===== src/rtl/ssd_pkg.sv =====
// Shared seven-segment definitions: glyph table (active-low {g..a}),
// blank pattern and the scan-decoder state type.
package ssd_pkg;

  typedef enum logic {
    COLLECT,
    HOLD
  } state_e;

  localparam logic [6:0] SEG_BLANK = 7'b1111111;

  localparam logic [6:0] GLYPH [16] = '{
    7'b1000000, 7'b1111001, 7'b0100100, 7'b0110000,
    7'b0011001, 7'b0010010, 7'b0000010, 7'b1111000,
    7'b0000000, 7'b0011000, 7'b0001000, 7'b0000011,
    7'b1000110, 7'b0100001, 7'b0000110, 7'b0001110
  };

endpackage


===== src/rtl/ssd_scan_decoder_if.sv =====
// Display-bus tap plus decoded-word valid/ready handshake.
// master = decoder side, slave = bus driver / word consumer.
interface ssd_scan_decoder_if #(
  parameter int NUM_DIGITS = 2
);
  logic [6:0]              ssd_i;
  logic [NUM_DIGITS-1:0]   an_i;
  logic [4*NUM_DIGITS-1:0] data_o;
  logic                    valid_o;
  logic                    ready_i;
  logic                    err_o;

  modport master (
    input  ssd_i, an_i, ready_i,
    output data_o, valid_o, err_o
  );

  modport slave (
    output ssd_i, an_i, ready_i,
    input  data_o, valid_o, err_o
  );
endinterface


===== src/rtl/ssd_glyph_decode.sv =====
// Combinational inverse of the hex glyph table: pattern -> nibble,
// legal_o low for anything that is not one of the 16 glyphs.
module ssd_glyph_decode
  import ssd_pkg::*;
(
  input  logic [6:0] seg_i,
  output logic [3:0] nib_o,
  output logic       legal_o
);

  always_comb begin
    nib_o   = '0;
    legal_o = 1'b0;
    for (int i = 0; i < 16; i++) begin
      if (seg_i == GLYPH[i]) begin
        nib_o   = 4'(i);
        legal_o = 1'b1;
      end
    end
  end

endmodule


===== src/rtl/ssd_scan_decoder.sv =====
// Rebuilds hex words from a multiplexed seven-segment bus.
// Optional SSD_SCAN_DECODER_OVERRUN_EN adds sticky overrun_o.
module ssd_scan_decoder
  import ssd_pkg::*;
#(
  parameter int NUM_DIGITS    = 2,
  parameter int STABLE_CYCLES = 4
) (
  input  logic clk_i,
  input  logic rst_ni,
`ifdef SSD_SCAN_DECODER_OVERRUN_EN
  output logic overrun_o,
`endif
  ssd_scan_decoder_if.master bus
);

  localparam int         SW  = NUM_DIGITS + 7;
  localparam int         DW  = 4 * NUM_DIGITS;
  localparam logic [7:0] STB = 8'(STABLE_CYCLES);

  logic [SW-1:0]         samp_q, samp_d;
  logic [7:0]            cnt_q, cnt_d;
  logic                  done_q, done_d;
  logic [NUM_DIGITS-1:0] mask_q, mask_d;
  logic [DW-1:0]         shadow_q, shadow_d;
  logic [DW-1:0]         data_q, data_d;
  logic                  valid_q, valid_d;
  logic                  err_q, err_d;
  state_e                state_q, state_d;

  logic [NUM_DIGITS-1:0] sel;
  logic [3:0]            nib;
  logic                  legal, changed, commit, sel_ok;

  ssd_glyph_decode u_dec (
    .seg_i   (samp_q[6:0]),
    .nib_o   (nib),
    .legal_o (legal)
  );

  assign samp_d = {bus.an_i, bus.ssd_i};
  assign sel    = ~samp_q[SW-1:7];
  assign sel_ok = $onehot(sel);

  always_comb begin
    changed = (samp_d != samp_q);
    cnt_d   = changed ? 8'd1
            : (cnt_q == STB) ? STB : cnt_q + 8'd1;
    commit  = !changed && (cnt_d == STB) && !done_q;
    done_d  = !changed && (done_q || commit);
  end

  always_comb begin
    shadow_d = shadow_q;
    mask_d   = mask_q;
    data_d   = data_q;
    valid_d  = valid_q;
    state_d  = state_q;
    err_d    = commit && sel_ok && !legal;
    unique case (state_q)
      COLLECT: begin
        if (&mask_q) begin
          data_d  = shadow_q;
          valid_d = 1'b1;
          mask_d  = '0;
          state_d = HOLD;
        end
      end
      HOLD: begin
        if (valid_q && bus.ready_i) begin
          valid_d = 1'b0;
          state_d = COLLECT;
        end else if (&mask_q) begin
          mask_d = '0;
        end
      end
      default: state_d = COLLECT;
    endcase
    // commit applies after any clear so a back-to-back capture survives
    if (commit && sel_ok) begin
      if (legal) begin
        mask_d = mask_d | sel;
        for (int k = 0; k < NUM_DIGITS; k++)
          if (sel[k]) shadow_d[4*k +: 4] = nib;
      end else begin
        mask_d = mask_d & ~sel;
      end
    end
  end

  always_ff @(posedge clk_i) begin
    if (!rst_ni) begin
      samp_q   <= '1;
      cnt_q    <= '0;
      done_q   <= 1'b0;
      mask_q   <= '0;
      shadow_q <= '0;
      data_q   <= '0;
      valid_q  <= 1'b0;
      err_q    <= 1'b0;
      state_q  <= COLLECT;
    end else begin
      samp_q   <= samp_d;
      cnt_q    <= cnt_d;
      done_q   <= done_d;
      mask_q   <= mask_d;
      shadow_q <= shadow_d;
      data_q   <= data_d;
      valid_q  <= valid_d;
      err_q    <= err_d;
      state_q  <= state_d;
    end
  end

  assign bus.data_o  = data_q;
  assign bus.valid_o = valid_q;
  assign bus.err_o   = err_q;

`ifdef SSD_SCAN_DECODER_OVERRUN_EN
  logic ovr_q, drop;

  assign drop = (state_q == HOLD) && !(valid_q && bus.ready_i)
              && (&mask_q);

  always_ff @(posedge clk_i) begin
    if (!rst_ni) ovr_q <= 1'b0;
    else         ovr_q <= ovr_q | drop;
  end

  assign overrun_o = ovr_q;
`endif

endmodule


===== src/flat_wrapper.sv =====
// flat-port wrapper written by rule: the top's interface ports become plain ports
module ssd_scan_decoder_flat import ssd_pkg::*;
#(
  parameter int NUM_DIGITS    = 2,
  parameter int STABLE_CYCLES = 4
)
  (clk_i, rst_ni, bus_ssd_i, bus_an_i, bus_ready_i, bus_data_o, bus_valid_o, bus_err_o);
  ssd_scan_decoder_if #(.NUM_DIGITS(NUM_DIGITS)) bus_i ();
  input  logic clk_i;
  input  logic rst_ni;
  input wire logic [$bits(bus_i.ssd_i)-1:0] bus_ssd_i;
  input wire logic [$bits(bus_i.an_i)-1:0] bus_an_i;
  input wire logic [$bits(bus_i.ready_i)-1:0] bus_ready_i;
  output wire logic [$bits(bus_i.data_o)-1:0] bus_data_o;
  output wire logic [$bits(bus_i.valid_o)-1:0] bus_valid_o;
  output wire logic [$bits(bus_i.err_o)-1:0] bus_err_o;
  assign bus_i.ssd_i = bus_ssd_i;
  assign bus_i.an_i = bus_an_i;
  assign bus_i.ready_i = bus_ready_i;
  assign bus_data_o = bus_i.data_o;
  assign bus_valid_o = bus_i.valid_o;
  assign bus_err_o = bus_i.err_o;
  ssd_scan_decoder #(.NUM_DIGITS(NUM_DIGITS), .STABLE_CYCLES(STABLE_CYCLES)) u_core (.clk_i(clk_i), .rst_ni(rst_ni), .bus(bus_i));
endmodule

===== config.mk =====
export PLATFORM = sky130hd
export DESIGN_NAME = ssd_scan_decoder_flat
export DESIGN_NICKNAME = d
export VERILOG_FILES = /design/src/rtl/ssd_pkg.sv /design/src/rtl/ssd_scan_decoder_if.sv /design/src/rtl/ssd_glyph_decode.sv /design/src/rtl/ssd_scan_decoder.sv /design/src/flat_wrapper.sv
export SDC_FILE = /design/constraint.sdc
export NUM_CORES = 1
export LEC_CHECK = 0
export ABC_AREA = 0
export CAP_MARGIN = 20
export CORE_UTILIZATION = 50
export DETAILED_ROUTE_END_ITERATION = 12
export PLACE_DENSITY = 0.72
export SLEW_MARGIN = 0
export SYNTH_ARGS = -nofsm -noshare
export SYNTH_HDL_FRONTEND = slang
export SYNTH_SLANG_ARGS = --single-unit
export TNS_END_PERCENT = 5

===== constraint.sdc =====
create_clock -name clk_i -period 6.1 [get_ports clk_i]
set_input_delay 1.22 -clock clk_i [delete_from_list [all_inputs] [get_ports clk_i]]
set_output_delay 1.22 -clock clk_i [all_outputs]
set_load 0.05 [all_outputs]

==> metrics.txt, run 1 <==
part of the cycle the worst path needs 51.6%; Die H 66.8 µm; post-route met1 wirelength 1.97 mm; Max Clk Rate around 320 MHz; Global Route Usage Sum between 20% and 30%; RSZ-0062 raised after global routing no; post-cts sizing count 0; FP Rows 23; I/O Pins 22; final core occ between 50% and 60%; vias per cell 5.64; post-route ant nets 0; maxcap violations 0; maximum VDD drop about 0.13 mV; # DRC 0; initial core utilization a little over half; P_leak between 0.7 and 0.8 nW; setup TNS 0 ns; cell count after synthesis roughly 240; CP cell instances clkdlybuf4s50_1, inv_1, o31a_2, mux2i_1; leading area contributor after synthesis dfxtp_1; syn_nets ~260; Max Slew Vio Count 0; die area roughly 4500 µm²; grt total ovfl 0; Seq cells post-synth 39; Root Driver clkbuf_8; final setup margin roughly 3.0 ns; crit-path max cell delay 1.12 ns; Setup Viol. Count Final 0; CTS max path bufs 2; post-synthesis sequential area ratio 37.2%; core area 4030 µm²; final net count between 200 and 300; Initial DRC Count 84; Slew HR 34.1%; Synth Warn # 0; initial antenna violation count 0; final-report hold violation count 0; P per Cell Area roughly 200 nW/µm²; Main synth FF type dfxtp_1; mean post-synth cell area about 8.7 µm²; first-pass GRT wire length roughly 7 mm; Worst-Skew Late Latency 0.29 ns; DR WL/cell 13.0 µm; port bufs 21; TritonCTS Buffers 5; htree depth 2; Post-synth EDFFs 0; CTS tree done; # diodes 0; clock transition at the registers of the reported paths about 0.080 ns; area share of the largest cell type after synthesis 37.2%; commonest cells in the netlist nand2_1, dfxtp_1, a21oi_1; post-synthesis cell type count 57; pin count of the biggest net entering global routing 28; DR WL met3 around 90 µm; Area Growth Syn to Fin 12.7%; drt pass-1 iters 5; detailed placer's ending HPWL about 2.9 mm; Crit path max-delay family buffers and inverters; Crit Path Class in2reg; max layer used met4; status complete, no violations; Fin Clk Skew 0.00691 ns; CTS Hold Buffers Added 0; CP Launch Type input pin; critical path's slowest cell clkdlybuf4s50_1; Slew @ Worst Pin about 1 ns; vias in the first global route 1,534; die width 66.8 µm; GPL Wtd Cong 0.875; total number of vias between 1.5k and 2k; Bufs and invs on worst path 2; Critical Path End Type flip-flop; WP data arrival 3.37 ns; Setup Buffers After CTS 0; Hold Path Class reg2reg; share of layout cells above drive strength 1 8.91%; pre-CTS setup slack ~2.7 ns; clk sink count 39; Cell Area, Synth approximately 2100 µm²; Required @ worst endpoint about 6.3 ns; most common cell in the netlist nand2_1; FFs w/ async S/R, synth 0%; post-layout min period approximately 3.1 ns; routed wire length roughly 4.0 mm; Filler Cell Count roughly 380; synth top area cells dfxtp_1, nand2_1, xor2_1, mux2i_1, a21oi_1; metal2 WL approximately 1.9 mm; crit path max fanout 27
==> report_power, final <==
| part | internal, mW | switching, mW | total, mW |
|---|---|---|---|
| Clock | 0.0799 | 0.0920 | 0.172 |
| Sequential | 0.258 | 0.00946 | 0.267 |
| Combinational | 0.0184 | 0.0169 | 0.0353 |
==> stage by stage <==
stage	instance area [µm²]	hold WS, ns	instances	power (mW)
2_1_floorplan	2100	0.429	242	0.298
3_3_place_gp	2280	0.444	300	0.308
3_5_place_dp	2280	0.446	300	0.308
4_1_cts	2370	0.457	308	0.479
5_1_grt	2370	0.472	308	0.493
6_report	2370	0.455	308	0.475
==> kinds of logic after synthesis <==
family / after synthesis / share of synthesized area (%)
simple gates: 113 / 29.3
compound gates: 44 / 16.3
flops: 39 / 37.2
buf+inv: 20 / 5.54
xor+xnor: 16 / 6.67
mux: 8 / 3.81
fa+ha+maj: 2 / 1.19
==> worst paths after layout <==
check                                         from              endpoint  slack, ns  depth (start not counted)
worst max-delay path                        rst_ni    u_core.shadow_q[0]       2.95                          4
worst min-delay path            u_core.shadow_q[3]  u_core.bus.data_o[3]       0.46                          2
worst max register to register     u_core.cnt_q[0]    u_core.shadow_q[6]       3.71                          6
worst min register to register  u_core.shadow_q[3]  u_core.bus.data_o[3]       0.46                          2
==> layer usage <==
metal	up-vias	global-route usage [%]
met5	-	0
met4	0	6.38
met3	5	5.14
met2	19	32.4
met1	836	25.9
li1	878	-
==> state kept, by name, summed over array words and instances (netlist names), 2 cells and up <==
name               count
u_core.samp_q          9
u_core.cnt_q           8
u_core.shadow_q        8
u_core.bus.data_o      8
u_core.mask_q          2
==> worst reg2reg max path, cell delays in order (launching register included) <==
cell and delay [ns]:
dfxtp_1 0.40, ha_1 0.32, nand4_4 0.15, or3_1 0.42, a21o_4 0.26, a2111oi_4 0.53
mux2i_1 0.23
==> final cells by class <==
cell class / instances / area, µm² / share of cell area (%)
multi-input cells: 183 / 1200 / 50.8
flip-flops and latches: 39 / 781 / 33.0
repair buffers: 21 / 210 / 8.87
clock buffers: 6 / 72.6 / 3.06
well taps: 50 / 62.6 / 2.64
inverters: 7 / 26.3 / 1.11
clock inverters: 2 / 12.5 / 0.528
==> cells in the final DEF, fill, tap and decap left out, types with 3 or more instances in the layout <==
cell	instances
o21ai_0	6
nor3_1	7
nand4_1	4
clkdlybuf4s50_1	21
a21oi_1	15
nor3b_1	3
inv_1	7
nand3_1	6
nor2_1	13
dfxtp_1	39
xor2_1	14
mux2i_1	8
or3_1	4
clkbuf_8	5
nand2_1	41
nand2b_1	12
No activity file was read; power rests on OpenSTA's default activity.
==> run 2, diff against run 1 <==
--- a/config.mk
+++ b/config.mk
@@ -9,7 +9,7 @@
 export CAP_MARGIN = 20
 export CORE_UTILIZATION = 50
 export DETAILED_ROUTE_END_ITERATION = 12
-export PLACE_DENSITY = 0.72
+export PLACE_DENSITY = 0.75
 export SLEW_MARGIN = 0
 export SYNTH_ARGS = -nofsm -noshare
 export SYNTH_HDL_FRONTEND = slang
==> constraint.sdc (replaced) <==
create_clock -name clk_i -period 2.8 [get_ports clk_i]
set_input_delay 0.56 -clock clk_i [delete_from_list [all_inputs] [get_ports clk_i]]
set_output_delay 0.56 -clock clk_i [all_outputs]
set_load 0.05 [all_outputs]
==> metrics.txt, run 2 (synthesis gave the netlist of run 1 again) <==
die width 66.8 µm (unchanged); Setup Viol. Count Final 0 (unchanged); routed wire length 4.22 mm (+5.7%); crit path max fanout 5 (-81%); clk sink count 39 (unchanged); vias per cell 5.65 (about the same); Global Route Usage Sum 21.0% (+0.86 points); Root Driver clkbuf_8; post-layout min period roughly 2.4 ns; port bufs 21 (unchanged); GPL Wtd Cong 0.927 (+5.9%); first-pass GRT wire length 7.05 mm (+3.1%); gr busiest metal met2; Fin Clk Skew 0.00388 ns (-0.00303 ns); most common cell after layout, fill and taps aside nand2_1; TritonCTS Buffers 5 (unchanged); Die H 66.8 µm (unchanged); Sequential Power Share 51.3% (-5.0 points); Initial DRC Count 73 (-13%); WP data arrival 2.60 ns (-0.77 ns); final net count 274 (+1.1%); detailed placer's ending HPWL 2.97 mm (+3.2%); share of layout cells above drive strength 1 10.3% (+1.4 points); CP Launch Type flip-flop; Max Clk Rate 422 MHz; initial antenna violation count 0 (unchanged); I/O Pins 22 (unchanged); Worst-Skew Late Latency 0.29 ns (about the same); post-cts sizing count 0 (unchanged); Max Slew Vio Count 0 (unchanged); commonest non-fill, non-tap cells in the layout nand2_1, dfxtp_1, clkdlybuf4s50_1, a21oi_1, xor2_1; DR WL/cell 13.6 µm (+4.7%); clock network power share 41.6% (+5.4 points); Required @ worst endpoint 3.03 ns (-3.30 ns); Area Growth Syn to Fin 15.1%; Crit Path Class reg2reg; Hold Path Class reg2reg; # diodes 0 (unchanged); part of the cycle the worst path needs between 80% and 90%; met1 GRT Util 25.2% (-0.70 points); FP Rows 23 (unchanged); Critical Path End Type flip-flop; post-route insts no fill 311 (+0.97%); setup TNS 0 ns (unchanged); core area 4030 µm² (unchanged); dpl cells 303 (+1.0%); vias in the first global route 1,602 (+4.4%); Setup Buffers After CTS 0 (unchanged); Top reg by flops u_core.samp_q; CTS tree done; # DRC 0 (unchanged); Slew HR 64.0% (+30 points); htree depth 2 (unchanged); RSZ-0062 raised after global routing no; P_leak 0.816 nW (+3.9%); initial core utilization 52.1% (unchanged); final-report hold violation count 0 (unchanged); total number of vias 1,756 (+1.0%); maximum VDD drop 0.220 mV (+74%); post-route ant nets 0 (unchanged); pin count of the biggest net entering global routing 27 (-3.6%); max reg flops 9 (unchanged); die area 4460 µm² (unchanged); P per Cell Area 468 nW/µm² (+130%); Cell Int Power 0.869 mW (+140%); switching power 0.264 mW (+120%); maxcap violations 0 (unchanged); grt total ovfl 0 (unchanged); status complete, no violations; CTS Hold Buffers Added 0 (unchanged); switching share of total power 23.3% (-1.7 points); drt pass-1 iters 4 (-1); met3 Use GR 4.79% (-0.34 points); clock transition at the registers of the reported paths 0.08 ns (about the same); Slew @ Worst Pin 0.539 ns (-0.447 ns); Comb pwr share 7.1% (-0.3 points); met2 Use GR 34.7% (+2.3 points); CTS max path bufs 2 (unchanged)
[run 2: power groups by stage]
stage	logic [mW]	clock network (mW)	registers, mW
floorplan	0.0699	0	0.580
global placement	0.0794	0	0.593
detailed placement	0.0805	0	0.593
CTS	0.0813	0.483	0.581
global route	0.0897	0.506	0.583
finish	0.0809	0.471	0.581
[run 2: critical path, cell delays in order (launching register included)]
cell and delay, ns:
dfxtp_1 0.40, ha_1 0.32, nand4_4 0.16, or3_1 0.41
a21o_4 0.26, a2111oi_4 0.52, mux2i_1 0.23
[run 2: path summary, 6_finish.rpt]
kind	startpoint	endpoint	slack, ns	depth (start not counted)
setup / recovery	u_core.cnt_q[1]	u_core.shadow_q[0]	0.43	6
hold / removal	u_core.bus.data_o[1]	u_core.bus.data_o[1]	0.46	2
setup reg to reg	u_core.cnt_q[1]	u_core.shadow_q[0]	0.43	6
hold reg to reg	u_core.bus.data_o[1]	u_core.bus.data_o[1]	0.46	2
[run 2: area by class of cell]
class / count / area [µm²]
Clock inverter: 3 / 43.8
Sequential cell: 39 / 781
Tap cell: 50 / 62.6
Inverter: 7 / 26.3
Fill cell: 381 / 1610
Timing Repair Buffer: 24 / 233
Clock buffer: 5 / 68.8
Multi-Input combinational cell: 183 / 1200
[run 2: metal layers]
layer	vias up	wire length [µm]
met5	-	0
met4	0	63
met3	6	148
met2	31	2120
met1	831	1890
li1	888	-
[run 2: metrics by stage]
| stage | utilization (%) | hold WS (ns) | total power [mW] | setup slack, ns | cell area [µm²] |
|---|---|---|---|---|---|
| after CTS | 60.0 | 0.459 | 1.14 | 0.419 | 2420 |
| after global placement | 57.2 | 0.444 | 0.672 | 0.233 | 2310 |
| after floorplan | - | 0.429 | 0.649 | 0.638 | 2100 |
| after global routing | 60.0 | 0.481 | 1.18 | 0.260 | 2420 |
| final | 60.0 | 0.456 | 1.13 | 0.428 | 2420 |
| after detailed placement | 57.2 | 0.445 | 0.674 | 0.159 | 2310 |
